===== src/rtl/serial_pkg.sv =====
// serial_pkg -- shared definitions for the serial frame transmitter.
//
// Contents:
//   state_t               FSM state encoding (IDLE=0, START=1, DATA=2,
//                         PARITY=3, STOP=4), 3 bits wide
//   IDLE_LEVEL            line level while nothing is being sent (1)
//   START_LEVEL           level of the start bit (0)
//   STOP_LEVEL            level of the stop bit (1)
//   DEFAULT_CLKS_PER_BIT  default number of clocks each serial bit is held
package serial_pkg;

    typedef enum logic [2:0] {
        IDLE   = 3'd0,
        START  = 3'd1,
        DATA   = 3'd2,
        PARITY = 3'd3,
        STOP   = 3'd4
    } state_t;

    localparam logic IDLE_LEVEL  = 1'b1;
    localparam logic START_LEVEL = 1'b0;
    localparam logic STOP_LEVEL  = 1'b1;

    localparam int DEFAULT_CLKS_PER_BIT = 4;

endpackage


===== src/rtl/serial_bit_timer.sv =====
// serial_bit_timer -- per-bit duration timer for the serial transmitter.
//
// Counts 0..CLKS_PER_BIT-1 and raises tick during the terminal count, so
// one serial bit lasts exactly CLKS_PER_BIT clocks. With CLKS_PER_BIT=1
// tick is high every cycle.
//
// Parameters:
//   CLKS_PER_BIT  clock cycles per serial bit (>=1)
// Ports:
//   clk      input   rising-edge clock
//   rst_n    input   asynchronous active-low reset, clears the counter
//   restart  input   force the counter back to 0 on the next edge
//   tick     output  high during the last cycle of the current bit
module serial_bit_timer #(
    parameter int CLKS_PER_BIT = serial_pkg::DEFAULT_CLKS_PER_BIT
) (
    input  logic clk,
    input  logic rst_n,
    input  logic restart,
    output logic tick
);

    localparam int CW = (CLKS_PER_BIT > 1) ? $clog2(CLKS_PER_BIT) : 1;
    localparam logic [CW-1:0] LAST = CW'(CLKS_PER_BIT - 1);

    logic [CW-1:0] cnt;

    always_ff @(posedge clk or negedge rst_n) begin
        if (!rst_n) begin
            cnt <= '0;
        end else if (restart || (cnt == LAST)) begin
            cnt <= '0;
        end else begin
            cnt <= cnt + 1'b1;
        end
    end

    assign tick = (cnt == LAST);

endmodule


===== src/rtl/serial_tx.sv =====
// serial_tx -- parallel-to-serial frame transmitter.
//
// Accepts a DATA_W-bit word over a valid/ready handshake and sends it
// LSB-first as: start bit (0), data bits, optional parity, stop bit (1).
// Every bit is held for CLKS_PER_BIT clocks. After the stop bit the FSM
// spends one cycle in IDLE before it can start the next frame.
//
// Build option:
//   SERIAL_TX_PARITY_EN  when defined, an even-parity bit (XOR of the word,
//                        captured at accept) is sent between the data bits
//                        and the stop bit.
//
// Parameters:
//   DATA_W        data bits per frame (>=1)
//   CLKS_PER_BIT  clock cycles each serial bit is held (>=1)
// Ports:
//   clk       input   rising-edge clock
//   rst_n     input   asynchronous active-low reset
//   tx_data   input   word to transmit, sampled only on accept
//   tx_valid  input   source has a word
//   tx_ready  output  transmitter can accept a word this cycle
//   tx_out    output  registered serial line, idles high
//   tx_busy   output  frame in progress (state other than IDLE)
module serial_tx #(
    parameter int DATA_W       = 8,
    parameter int CLKS_PER_BIT = serial_pkg::DEFAULT_CLKS_PER_BIT
) (
    input  logic              clk,
    input  logic              rst_n,
    input  logic [DATA_W-1:0] tx_data,
    input  logic              tx_valid,
    output logic              tx_ready,
    output logic              tx_out,
    output logic              tx_busy
);

    import serial_pkg::*;

    localparam int BW = (DATA_W > 1) ? $clog2(DATA_W) : 1;
    localparam logic [BW-1:0] LAST_BIT = BW'(DATA_W - 1);

    state_t            state;
    state_t            state_d;
    logic [DATA_W-1:0] shreg;
    logic [DATA_W-1:0] shreg_d;
    logic [BW-1:0]     bit_cnt;
    logic [BW-1:0]     bit_cnt_d;
    logic              out_d;
    logic              ready_d;
    logic              accept;
    logic              tick;
    logic              restart;
`ifdef SERIAL_TX_PARITY_EN
    logic              par_q;
    logic              par_d;
`endif

    // tx_ready is only ever high in IDLE, so this is the handshake.
    assign accept = tx_valid && tx_ready;

    // Hold the timer at zero in IDLE and on every state change so each
    // state starts with a full bit period.
    assign restart = (state == IDLE) || (state_d != state);

    serial_bit_timer #(
        .CLKS_PER_BIT(CLKS_PER_BIT)
    ) u_timer (
        .clk    (clk),
        .rst_n  (rst_n),
        .restart(restart),
        .tick   (tick)
    );

    always_comb begin
        state_d   = state;
        shreg_d   = shreg;
        bit_cnt_d = bit_cnt;
`ifdef SERIAL_TX_PARITY_EN
        par_d     = par_q;
`endif
        case (state)
            IDLE: begin
                if (accept) begin
                    state_d   = START;
                    shreg_d   = tx_data;
                    bit_cnt_d = '0;
`ifdef SERIAL_TX_PARITY_EN
                    par_d     = ^tx_data;
`endif
                end
            end
            START: begin
                if (tick) begin
                    state_d = DATA;
                end
            end
            DATA: begin
                if (tick) begin
                    if (bit_cnt == LAST_BIT) begin
`ifdef SERIAL_TX_PARITY_EN
                        state_d = PARITY;
`else
                        state_d = STOP;
`endif
                    end else begin
                        shreg_d   = shreg >> 1;
                        bit_cnt_d = bit_cnt + 1'b1;
                    end
                end
            end
`ifdef SERIAL_TX_PARITY_EN
            PARITY: begin
                if (tick) begin
                    state_d = STOP;
                end
            end
`endif
            STOP: begin
                if (tick) begin
                    state_d = IDLE;
                end
            end
            default: begin
                state_d = IDLE;
            end
        endcase

        // The line level is derived from the next state so the registered
        // tx_out changes on the same edge as the state register.
        out_d = IDLE_LEVEL;
        case (state_d)
            IDLE:    out_d = IDLE_LEVEL;
            START:   out_d = START_LEVEL;
            DATA:    out_d = shreg_d[0];
`ifdef SERIAL_TX_PARITY_EN
            PARITY:  out_d = par_d;
`endif
            STOP:    out_d = STOP_LEVEL;
            default: out_d = IDLE_LEVEL;
        endcase

        ready_d = (state_d == IDLE);
    end

    // tx_ready is a flop reset to 0 so it only rises on the first edge
    // after reset release.
    always_ff @(posedge clk or negedge rst_n) begin
        if (!rst_n) begin
            state    <= IDLE;
            shreg    <= '0;
            bit_cnt  <= '0;
            tx_out   <= IDLE_LEVEL;
            tx_ready <= 1'b0;
        end else begin
            state    <= state_d;
            shreg    <= shreg_d;
            bit_cnt  <= bit_cnt_d;
            tx_out   <= out_d;
            tx_ready <= ready_d;
        end
    end

`ifdef SERIAL_TX_PARITY_EN
    always_ff @(posedge clk or negedge rst_n) begin
        if (!rst_n) begin
            par_q <= 1'b0;
        end else begin
            par_q <= par_d;
        end
    end
`endif

    assign tx_busy = (state != IDLE);

endmodule


===== config.mk =====
export PLATFORM = sky130hd
export DESIGN_NAME = serial_tx
export DESIGN_NICKNAME = d
export VERILOG_FILES = /design/src/rtl/serial_pkg.sv /design/src/rtl/serial_bit_timer.sv /design/src/rtl/serial_tx.sv
export SDC_FILE = /design/constraint.sdc
export NUM_CORES = 1
export LEC_CHECK = 0
export ABC_AREA = 1
export CAP_MARGIN = 20
export CELL_PAD_IN_SITES_DETAIL_PLACEMENT = 0
export CELL_PAD_IN_SITES_GLOBAL_PLACEMENT = 2
export CORE_UTILIZATION = 30
export CTS_CLUSTER_SIZE = 12
export DETAILED_ROUTE_END_ITERATION = 12
export GPL_ROUTABILITY_DRIVEN = 0
export PLACE_DENSITY_LB_ADDON = 0.3
export SLEW_MARGIN = 10
export SYNTH_ARGS = -nofsm -noshare
export SYNTH_HDL_FRONTEND = slang
export SYNTH_SLANG_ARGS = --single-unit
export TNS_END_PERCENT = 30

===== constraint.sdc =====
create_clock -name clk -period 1.95 [get_ports clk]
set_input_delay 0.195 -clock clk [delete_from_list [all_inputs] [get_ports clk]]
set_output_delay 0.195 -clock clk [all_outputs]
set_load 0.05 [all_outputs]

# Yosys cells after proc, flatten, opt, wreduce, memory -nomap -nowiden
# Cells that the tools add are included.
[word_totals]
regBits = 18
out_inout_bits = 3
elab_cells = 44
[classes]
add_sub_neg = 2
n_eq_ne = 11
muxes = 16
reduce_logical = 8
[ops]
columns = ["op", "count"]
rows = [
  ["3-bit 2-to-1 mux", 8],
  ["8-bit 2-to-1 mux", 3],
  ["8-bit one-hot mux with 2 select lines", 1],
  ["3-bit one-hot mux with 4 select lines", 1],
  ["3-bit by 1-bit == test with 1-bit output (second input constant)", 2],
  ["3-bit by 2-bit == test with 1-bit output (second input constant)", 2],
  ["3-bit == test (second input constant)", 2],
  ["3-bit logical NOT", 2],
  ["2-bit != test (second input constant)", 3],
  ["3-bit one-hot mux with 2 select lines", 1],
  ["4-bit AND reduction", 1],
  ["3-bit by 1-bit adder with 3-bit output (second input constant)", 1],
  ["3-bit != test", 1],
  ["3-bit nonzero test", 1],
  ["2-bit by 1-bit adder with 2-bit output (second input constant)", 1],
  ["2-bit == test (second input constant)", 1],
  ["1-bit logical OR", 2],
  ["2-bit 2-to-1 mux", 1],
  ["1-bit one-hot mux with 2 select lines", 1],
  ["2-bit nonzero test", 1],
  ["1-bit logical AND", 1],
]

# Logic depth before layout (Yosys ltp)
[logic_depth]
word_depth = 8
depth_mapped = 8
mapped_depth_nobuf = 8

# Hierarchy
# A second synthesis with hierarchy kept.
[unflattened]
cells_unflattened = 119
area_unflattened_um2 = 947.2
[by_module_without_submodules]
columns = ["mod", "instances", "cells_per_inst", "area_per_inst_um2", "seq_area_each_um2"]
rows = [
  ["serial_tx", 1, 110, 862.1, 401.6],
  ["serial_bit_timer", 1, 9, 85.1, 50.0],
]

# Worst setup path before layout
# Ideal clock, no wire load.
[synth_path]
kind = "reg2reg"
startpoint = "register bit_cnt[0]"
endpoint = "register shreg[2]"
arrival_time_ns = 1.251
required_time_ns = 1.826
path_slack_ns = 0.575
stages_incl_launch_ff = 9
n_path_buf = 0
synth_period_minus_slack_ns = 1.375
path_cell_list = "dfrtp_1 > ha_1 > ha_1 > nor2_1 > nand3_2 > nand2_1 > inv_2 > nand2_1 > nand3_1"
[synth_via]
elab_chain_len = 3
[synth_lines]
columns = ["item", "line_no", "text"]
rows = [
  ["start, declared", "serial_tx.sv:46", "logic [BW-1:0] bit_cnt;"],
  ["start signal, assigned", "serial_tx.sv:157", "bit_cnt <= bit_cnt_d;"],
  ["3-bit == test", "serial_tx.sv:99", "if (bit_cnt == LAST_BIT) begin"],
  ["2-bit != test (no source line)", "--", ""],
  ["4-bit AND reduction (no source line)", "--", ""],
  ["end signal, assigned", "serial_tx.sv:156", "shreg <= shreg_d;"],
  ["end, declared", "serial_tx.sv:44", "logic [DATA_W-1:0] shreg;"],
]
# No other way between the ends.
# A chain may end at the register's enable or synchronous reset.

# Final worst setup path
[layout_path]
startpoint = "register tx_out"
endpoint = "output tx_out"
[layout_lines]
columns = ["item", "line_no", "text"]
rows = [
  ["start, declared", "serial_tx.sv:33", "output logic tx_out,"],
  ["start signal, assigned", "serial_tx.sv:158", "tx_out <= out_d;"],
]
# No word-level cell between the ends.

==> results.txt <==
outcome -> completed
die width -> 56.0 um
arrival time worst endpoint -> 1600 ps
CTS Root Cell -> clkbuf_4
count of flip-flops with a built-in enable after synthesis -> 0
Final Worst Setup Slack -> 154 ps
CTS-repair resized insts -> 0
fin util -> 38.6%
number of fill cells -> 293
fin. max-slew vios -> 0
cell taking the most area after synthesis -> dfrtp_1
Post-Synthesis Net Count -> 117
drt wl/cell -> 10.8 um
Max-slew headroom -> 67.4%
type of the worst setup path -> flip-flop to output pin
transition time at the pin with the least slew margin -> 488 ps
R2R setup slack -> 440 ps
clock sink total -> 18
area of the die -> 0.00314 mm^2
kind of end point of the critical path -> output pin
clock tree from TritonCTS -> yes
Peak VDD IR -> 756 uV
leakage component of the power -> 0.000527 uW
residual overflow from global routing -> 0
Total Routing Usage GR -> 11.8%
area occupied by multi-input gates -> 374 um^2
Reg area -> 452 um^2
class of the worst hold path -> input pin to async pin
# nets final -> 135
wire length after detailed routing -> 1.63 mm
critical-path maximum fanout -> 1
antenna diode count -> 0
clock latency reported for the late side of the worst-skew pair -> 290 ps
Tot Pwr -> 1360 uW
average size of a mapped cell -> 8.50 um^2
core area -> 0.00276 mm^2
maximum single-stage delay on the critical path -> 790 ps
cell family with the largest share of critical-path delay -> buffers and inverters
crit path launch type -> flip-flop
Die Ht -> 56.0 um
total of endpoints with negative setup slack in the final report -> 0
post-synthesis sequential area ratio -> 51.6%
adder-cell share of the synthesized area -> 4.29%
HPWL after detailed placement -> 1.25 mm
first drt pass iteration count -> 4
async set-or-reset flop fraction in the synthesized netlist -> 100%
critical path, cell by cell -> clkdlybuf4s50_1
CTS HTree Levels -> 1
number of primary I/O pins -> 14
DR vias -> 719
row cnt -> 19
Post-Synth Simple-Gate Area -> 36.1%
fraction of final layout cells with drive strength greater than 1 -> 10.8%
unrepaired setup endpoints after global routing -> false
fraction of synthesized cell area taken by the top area cell type -> 48.6%
number of register bits inferred by synthesis -> 18
antenna violations before repair -> 0
maximum clock rate -> 557 MHz
cts-stage hold buffer count -> 0
largest family of logic cells by synthesized area -> simple AND/OR/NAND/NOR gates
ratio of routed vias to standard cells -> 4.76
WP data required -> 1750 ps
capturing point of the worst reg2reg path -> shreg[2]$_DFFE_PN0P_
r2r startpoint -> bit_cnt[0]$_DFFE_PN0P_
pin count of the biggest net entering global routing -> 11
number of warnings printed during yosys synthesis -> 0
Synth Area in XOR/XNOR -> 0%
post-placement cell area -> 0.00104 mm^2
gate count of the mapped netlist -> 103
worst slack after detailed placement -> 446 ps
commonest cells in the netlist -> nand2_1 (42), dfrtp_1 (17), nand3_1 (11), inv_1 (6), nor2_1 (6)
dominant register cell in the synthesized netlist -> dfrtp_1
dominant cell by count in the synthesized netlist -> nand2_1
Setup Skew -> 3.22 ps
Total Negative Setup Slacks -> 0 ps
count of input and output buffers -> 13
violation count after the first detailed-routing iteration -> 18
number of remaining DRC errors -> 0
fraction of the cycle the final worst path needs -> 92.1%
post-route ant nets -> 0
Min Clock Period, post-route -> 1800 ps
post-route cell area -> 0.00106 mm^2
number of buffers created by CTS -> 3
worst reg-to-reg path cell count -> 8
buffers plus inverters on the worst setup path -> 1
worst-case clock buffer depth -> 2
CTS clock-pin slew for the worst setup and hold paths -> 100 ps
largest cells by area after synthesis -> dfrtp_1 (49%), nand2_1 (18%), nand3_1 (6.3%)
CP max stage cell -> clkdlybuf4s50_1
critical path launch point -> tx_out$_DFF_PN1_
portion of netlist area occupied by mux cells -> 0%
wire length of the first global-routing pass -> 2.85 mm
pwr/cell area -> 1280 mW/mm^2
post-synth design cell area -> 876 um^2
via count of the first global-routing pass -> 664
layout overhead on the synthesized area -> 21.6%
number of setup buffers added after CTS -> 0
Hold Fails Final Rpt -> 0
Compound-Gate Fraction of Synth Area -> 2.29%
number of distinct library cell variants in the gate-level netlist after synthesis -> 19
Initial Util -> 31.8%
max capacitance violation total -> 0
==> layer usage <==
| layer | up-vias | GRT usage [%] | wire (um) |
|---|---|---|---|
| met1 | 340 | 14.1 | 755 |
| met4 | 0 | 6.27 | 26 |
| li1 | 361 | - | - |
| met2 | 14 | 19.6 | 786 |
| met5 | - | 0 | 0 |
| met3 | 4 | 2.79 | 63 |
==> layout make-up <==
type                    instances  share of cell area, %
inverters                       9                   3.64
clock buffers                   4                   2.47
flip-flops and latches         18                   42.4
well taps                      31                   3.64
repair buffers                 14                   12.7
multi-input cells              75                   35.1
==> state kept, by name, indices dropped and copies added, names as in the netlist <==
name and flops:
tx_ready 1, bit_cnt 3, shreg 8, u_timer.cnt 2, state 3, tx_out 1
==> power by group <==
| group | switching, uW | total, uW | leakage [uW] | internal (uW) |
|---|---|---|---|---|
| Sequential | 86.6 | 610 | 0.000228 | 524 |
| Combinational | 363 | 564 | 0.000284 | 201 |
| Clock | 111 | 191 | 0.0000150 | 79.6 |
==> layout by cell type (no fill, tap or decap) <==
cell and instances:
inv_1 6, ha_1 3, clkinv_1 1, clkbuf_1 1, a21oi_1 2, clkdlybuf4s50_1 12, clkinv_4 1, dfrtp_1 17
nand2_1 42, o21ai_0 1, nor2_4 1, buf_4 2, nor2_1 6, nand3_2 3, nand3_1 11, o21ai_1 1
nand4_1 2, inv_2 1, dfstp_2 1, nor3_1 2, nand3_4 1, clkbuf_4 3
==> metrics by stage <==
stage,instances,hold slack (ps)
after floorplan,103,-101
after global placement,147,431
after detailed placement,147,437
after CTS,151,186
after global routing,151,202
final,151,184
==> cell families (layout without fill, tap and decap cells) <==
kind of cell / Yosys count / in the layout
and+or+nand+nor: 68 / 68
adders and majority gates: 3 / 3
DFF: 18 / 18
buffers and inverters: 10 / 27
AOI/OAI and AO/OA: 4 / 4
==> how the worst max path moves through the flow <==
stage | slack (ps) | cells after the start | to
4_1_cts | 140 | 1 | tx_out
6_report | 150 | 1 | tx_out
2_1_floorplan | 580 | 8 | shreg[2]$_DFFE_PN0P_
3_5_place_dp | 450 | 8 | shreg[2]$_DFFE_PN0P_
3_3_place_gp | 440 | 7 | shreg[6]$_DFFE_PN0P_
5_1_grt | 110 | 1 | tx_out
Power figures use the tool's default switching activity.
